==> config.mk <==
export PLATFORM = sky130hd
export DESIGN_NAME = uart_reader
export DESIGN_NICKNAME = d
export VERILOG_FILES = /design/src/rtl/uart_reader_pkg.sv /design/src/rtl/uart_reader.sv
export SDC_FILE = /design/constraint.sdc
export NUM_CORES = 1
export LEC_CHECK = 0
export CAP_MARGIN = 20
export CORE_MARGIN = 2
export CORE_UTILIZATION = 25
export CTS_CLUSTER_SIZE = 40
export DETAILED_ROUTE_END_ITERATION = 16
export SETUP_SLACK_MARGIN = 0.15
export SLEW_MARGIN = 25
export SYNTH_ARGS = -nofsm -noshare
export SYNTH_HDL_FRONTEND = slang
export SYNTH_SLANG_ARGS = --single-unit
==> constraint.sdc <==
create_clock -name i_clk -period 1.8 [get_ports i_clk]
set_input_delay 0.18 -clock i_clk [delete_from_list [all_inputs] [get_ports i_clk]]
set_output_delay 0.18 -clock i_clk [all_outputs]
set_load 0.005 [all_outputs]
==> src/rtl/uart_reader_pkg.sv <==
// Shared constants for the debugger-side UART receive assembler: default
// bus widths, timeout default and the 2-bit FSM state encodings.
package uart_reader_pkg;

  localparam int BYTE_SIZE = 8;

  localparam int DEFAULT_UART_READER_BUS_SIZE     = BYTE_SIZE;
  localparam int DEFAULT_UART_READER_OUT_BUS_SIZE = 32;
  localparam int DEFAULT_UART_READER_TIMEOUT      = 0;

  localparam logic [1:0] UART_READER_STATE_IDLE    = 2'd0;
  localparam logic [1:0] UART_READER_STATE_RD_IDLE = 2'd1;
  localparam logic [1:0] UART_READER_STATE_RD      = 2'd2;

  localparam logic HIGH = 1'b1;
  localparam logic LOW  = 1'b0;

endpackage

==> src/rtl/uart_reader.sv <==
// Pops OUT_BUS_SIZE/UART_BUS_SIZE bytes from a first-word-fall-through RX FIFO and
// packs them little-endian into one word; an optional inactivity timeout aborts a stalled read.
module uart_reader
  import uart_reader_pkg::*;
#(
  parameter int UART_BUS_SIZE  = DEFAULT_UART_READER_BUS_SIZE,
  parameter int OUT_BUS_SIZE   = DEFAULT_UART_READER_OUT_BUS_SIZE,
  parameter int TIMEOUT_CYCLES = DEFAULT_UART_READER_TIMEOUT
) (
  input  logic                     i_clk,
  input  logic                     i_reset,
  input  logic                     i_uart_empty,
  input  logic [UART_BUS_SIZE-1:0] i_uart_data_rd,
  input  logic                     i_start_rd,
  output logic                     o_uart_rd,
  output logic                     o_rd_end,
  output logic                     o_rd_timeout,
  output logic [OUT_BUS_SIZE-1:0]  o_rd_data
);

  localparam int N     = OUT_BUS_SIZE / UART_BUS_SIZE;
  localparam int PTR_W = $clog2(N) + 1;
  localparam int CNT_W = (TIMEOUT_CYCLES > 1) ? $clog2(TIMEOUT_CYCLES + 1) : 1;

  localparam logic [PTR_W-1:0] PTR_FULL = PTR_W'(N);
  localparam logic [CNT_W-1:0] CNT_LAST = CNT_W'((TIMEOUT_CYCLES > 0) ? TIMEOUT_CYCLES - 1 : 0);

  logic [1:0]              state, state_next;
  logic [PTR_W-1:0]        ptr, ptr_next;
  logic [CNT_W-1:0]        cnt, cnt_next;
  logic [OUT_BUS_SIZE-1:0] buffer, buffer_next;
  logic                    uart_rd_next;
  logic                    rd_end_next;
  logic                    rd_timeout_next;
  logic [OUT_BUS_SIZE-1:0] rd_data_next;

  always_comb begin
    state_next      = state;
    ptr_next        = ptr;
    cnt_next        = cnt;
    buffer_next     = buffer;
    uart_rd_next    = LOW;
    rd_end_next     = o_rd_end;
    rd_timeout_next = o_rd_timeout;
    rd_data_next    = o_rd_data;

    case (state)
      UART_READER_STATE_IDLE: begin
        if (i_start_rd) begin
          rd_end_next     = LOW;
          rd_timeout_next = LOW;
          cnt_next        = '0;
          state_next      = UART_READER_STATE_RD_IDLE;
        end
      end

      UART_READER_STATE_RD_IDLE: begin
        if (ptr == PTR_FULL) begin
          rd_data_next = buffer;
          rd_end_next  = HIGH;
          ptr_next     = '0;
          state_next   = UART_READER_STATE_IDLE;
        end else if (!i_uart_empty) begin
          // Capture and pop in the same cycle so the stored byte is the one removed.
          for (int i = 0; i < N; i++) begin
            if (ptr == PTR_W'(i)) begin
              buffer_next[i*UART_BUS_SIZE +: UART_BUS_SIZE] = i_uart_data_rd;
            end
          end
          uart_rd_next = HIGH;
          cnt_next     = '0;
          state_next   = UART_READER_STATE_RD;
        end else if ((TIMEOUT_CYCLES != 0) && (cnt == CNT_LAST)) begin
          rd_timeout_next = HIGH;
          ptr_next        = '0;
          state_next      = UART_READER_STATE_IDLE;
        end else begin
          cnt_next = cnt + 1'b1;
        end
      end

      UART_READER_STATE_RD: begin
        uart_rd_next = LOW;
        ptr_next     = ptr + 1'b1;
        state_next   = UART_READER_STATE_RD_IDLE;
      end

      default: begin
        state_next = UART_READER_STATE_IDLE;
      end
    endcase
  end

  always_ff @(posedge i_clk) begin
    if (i_reset) begin
      state        <= UART_READER_STATE_IDLE;
      ptr          <= '0;
      cnt          <= '0;
      buffer       <= '0;
      o_uart_rd    <= LOW;
      o_rd_end     <= LOW;
      o_rd_timeout <= LOW;
      o_rd_data    <= '0;
    end else begin
      state        <= state_next;
      ptr          <= ptr_next;
      cnt          <= cnt_next;
      buffer       <= buffer_next;
      o_uart_rd    <= uart_rd_next;
      o_rd_end     <= rd_end_next;
      o_rd_timeout <= rd_timeout_next;
      o_rd_data    <= rd_data_next;
    end
  end

endmodule

==> flow_summary_export.csv <==
group,metric,value,unit
outcome,status,"completed",
synth,ys_seq_area_share,51.4,%
worst_setup_path,timing.rr.start,"ptr[0]$_SDFFE_PP0P_",
layout,fill_cells,1130,
clocking,cts_buffers,9,
sta,clock.fmax,0.650,GHz
layout,antenna_cells,0,
worst_setup_path,reg2reg_slack,260,ps
sta,hold_violations,0,
die,die-width,109,µm
global_route,grt-ovfl-total,0,
synth,async_reset_ff_share,0,%
synth,synth_cell_type_count,30,
detailed_routing,drtIter0Drc,108,
placed_design,dp.cells,471,
die,core_area,10800,µm²
power_and_ir_drop,p_leak,1.36,nW
synth,ys_ff_latch,71,
synth,synth_edf_count,0,
synth,syn_area,2760,µm²
die,dieArea,11900,µm²
clocking,cts_root_buffer,"clkbuf_8",
clocking,htreeDepth,3,
worst_setup_path,critical_path_required,2010,ps
die,start_util,25.6,%
clocking,hold_buffers,0,
worst_setup_path,crit_fanout,8,
die,dieHeight,109,µm
detailed_routing,final_antenna_net_count,0,
power_and_ir_drop,powerDensity,867,nW/µm²
sta,setup-violations-final,0,
min_path,min_path_cells,2,
power_and_ir_drop,peakVddDrop,0.476,mV
detailed_routing,viasPerCell,4.26,
clocking,insertion_delay,340,ps
worst_setup_path,critPathKind,"flop to flop",
clocking,cts_tree,"yes",
sta,fin_setup_tns,0,ps
layout,fin_nets,359,
min_path,min_from,"i_reset",
synth,avgSynthCellArea,9.27,µm²
worst_setup_path,crit_arrival,1750,ps
job,drv_cap,0,
detailed_routing,num_vias,2073,
placed_design,port_buffers,45,
synth,yosys_most_used_dff,"dfxtp_1",
detailed_routing,drt-pass1-iter-count,5,
detailed_routing,drc,0,
sta,finalMaxSlewViolations,0,
worst_setup_path,r2r_cells,5,
global_route,grt_pass1_vias,2132,
layout,drive_gt1_share,8.36,%
detailed_routing,avgRoutedWirePerCell,12.6,µm
worst_setup_path,crit_path_start_kind,"flop",
layout,syn_to_final_growth,29.7,%
synth,yosys_warnings,0,
global_route,antenna_found_initial,0,
power_and_ir_drop,power_switching,0.000680,W
power_and_ir_drop,seqPwrFrac,51.4,%
power_and_ir_drop,clock_power_share,43.6,%
min_path,hold_end,"o_rd_data[3]$_SDFFE_PP0P_",
placed_design,place_hpwl,4.21,mm
global_route,grt_pass1_wl,10.5,mm
layout,finalNonFillerCells,487,
sta,fin_crit_sh,85.5,%
die,ios,47,
global_route,grt_max_degree,48,
worst_setup_path,setup.worst_path.end_class,"flop",
global_route,grt_usage,11.6,%
power_and_ir_drop,intPower,0.00243,W
sta,slew_headroom,66.0,%
synth,syn-num-nets,315,
placed_design,place_congestion,0.848,
sta,finalCriticalPeriod,1540,ps
sta,fin_worst_skew,7.54,ps
clocking,clk_pin_slew_worst_paths,80,ps
power_and_ir_drop,switching_share,21.9,%
synth,syn_inst,298,
power_and_ir_drop,power_frac_comb,5.0,%
detailed_routing,routed_wl,6.13,mm
clocking,cts_sinks,71,
clocking,clock_path_buffers,2,
sta,worst_pin_slew,509,ps
min_path,hold_class,"primary input to flop",
die,num_rows,38,
sta,rsz0062_at_grt,"no",
worst_setup_path,r2r_end,"buffer[1]$_SDFFE_PP0P_",
-- per-stage QoR --
stage	setup WS, ps	util [%]	cell area, µm²	power (W)	hold WS [ps]
finish	260	33.2	3580	0.00311	315
global route	162	33.2	3580	0.00325	338
CTS	218	33.1	3570	0.00314	300
detailed placement	131	31.1	3360	0.00179	446
global placement	197	31.1	3360	0.00178	446
floorplan	347	-	2760	0.00173	352
-- layout make-up --
type,instances,area (µm²),area share [%]
inverters,4,15.0,0.419
flip-flops and latches,71,1420,39.7
clock inverters,7,87.6,2.44
clock buffers,9,124,3.46
well taps,140,175,4.89
repair buffers,53,522,14.6
multi-input cells,203,1240,34.6
-- synthesized netlist by cell type (2+ instances only) --
| master | n | area share [%] |
|---|---|---|
| buf_4 | 3 | 0.82 |
| inv_1 | 4 | 0.54 |
| a21oi_1 | 35 | 6.3 |
| nor2_1 | 4 | 0.54 |
| nand2_1 | 67 | 9.1 |
| dfxtp_1 | 71 | 51 |
| nand3_1 | 3 | 0.54 |
| mux2i_1 | 32 | 12 |
| clkbuf_1 | 11 | 1.5 |
| nand2b_1 | 40 | 9.1 |
| buf_2 | 4 | 0.72 |
| ha_1 | 5 | 2.3 |
| nor2b_1 | 2 | 0.45 |
-- layer usage --
layer	GRT usage, %	share of wire [%]	wire, µm
met3	4.12	5.3	326
met5	0	0	0
met4	3.30	0.57	35
met2	17.3	44	2720
met1	15.8	50	3050
-- flip-flops by register name, indices dropped and copies added, names as in the netlist --
register   cells
state          2
o_rd_data     32
ptr            3
buffer        32
o_rd_end       1
o_uart_rd      1
-- worst max-delay path: stages, from the launching register on --
cell	delay, ps
dfxtp_1	340
inv_1	110
ha_1	270
nand2b_4	70
or3b_4	480
mux2i_1	140
-- how the worst max path moves through the flow --
stage                     slack (ps)                 from                         end
after global routing             160  ptr[0]$_SDFFE_PP0P_  o_rd_data[11]$_SDFFE_PP0P_
after detailed placement         130  ptr[0]$_SDFFE_PP0P_      buffer[7]$_SDFFE_PP0P_
after global placement           200  ptr[0]$_SDFFE_PP0P_      buffer[1]$_SDFFE_PP0P_
final                            260  ptr[0]$_SDFFE_PP0P_      buffer[1]$_SDFFE_PP0P_
after CTS                        220  ptr[0]$_SDFFE_PP0P_     buffer[25]$_SDFFE_PP0P_
after floorplan                  350  ptr[0]$_SDFFE_PP0P_  o_rd_data[17]$_SDFFE_PP0P_
-- cell usage in the layout (no fill, tap or decap), types with 2 or more instances in the layout --
cell type / synthesis / final
nor2b_1: 2 / 2
nand2_1: 67 / 67
inv_1: 4 / 4
ha_1: 5 / 5
clkbuf_8: 0 / 9
nand3_1: 3 / 3
a21oi_1: 35 / 35
clkinv_2: 0 / 4
bufinv_16: 0 / 2
dfxtp_1: 71 / 71
nor2_1: 4 / 4
buf_4: 3 / 6
mux2i_1: 32 / 32
clkdlybuf4s50_1: 0 / 44
nand2b_1: 40 / 40
-- power by group through the flow --
stage	Combinational [W]	Sequential (W)	Clock (W)
2_1_floorplan	0.0000981	0.00163	0
3_3_place_gp	0.000150	0.00163	0
3_5_place_dp	0.000153	0.00163	0
4_1_cts	0.000154	0.00160	0.00139
5_1_grt	0.000170	0.00160	0.00149
6_report	0.000157	0.00160	0.00135
-- kinds of logic (layout without fill, tap and decap cells) --
| logic type | Yosys count | in the layout | share of synthesized area (%) |
|---|---|---|---|
| and+or+nand+nor | 126 | 126 | 23.0 |
| DFF | 71 | 71 | 51.4 |
| AOI/OAI and AO/OA | 39 | 39 | 7.47 |
| muxes | 32 | 32 | 11.6 |
| buffers and inverters | 24 | 73 | 4.12 |
| adders and majority gates | 5 | 5 | 2.26 |
| other | 1 | 1 | 0.136 |
-- what timing repair did --
item,CTS,global route
pin swaps,0,0
setup endpoints to repair,8,9
gates resized for setup,1,2
setup buffers,0,0
cloned,0,0
No activity file was read; power rests on OpenSTA's default activity.
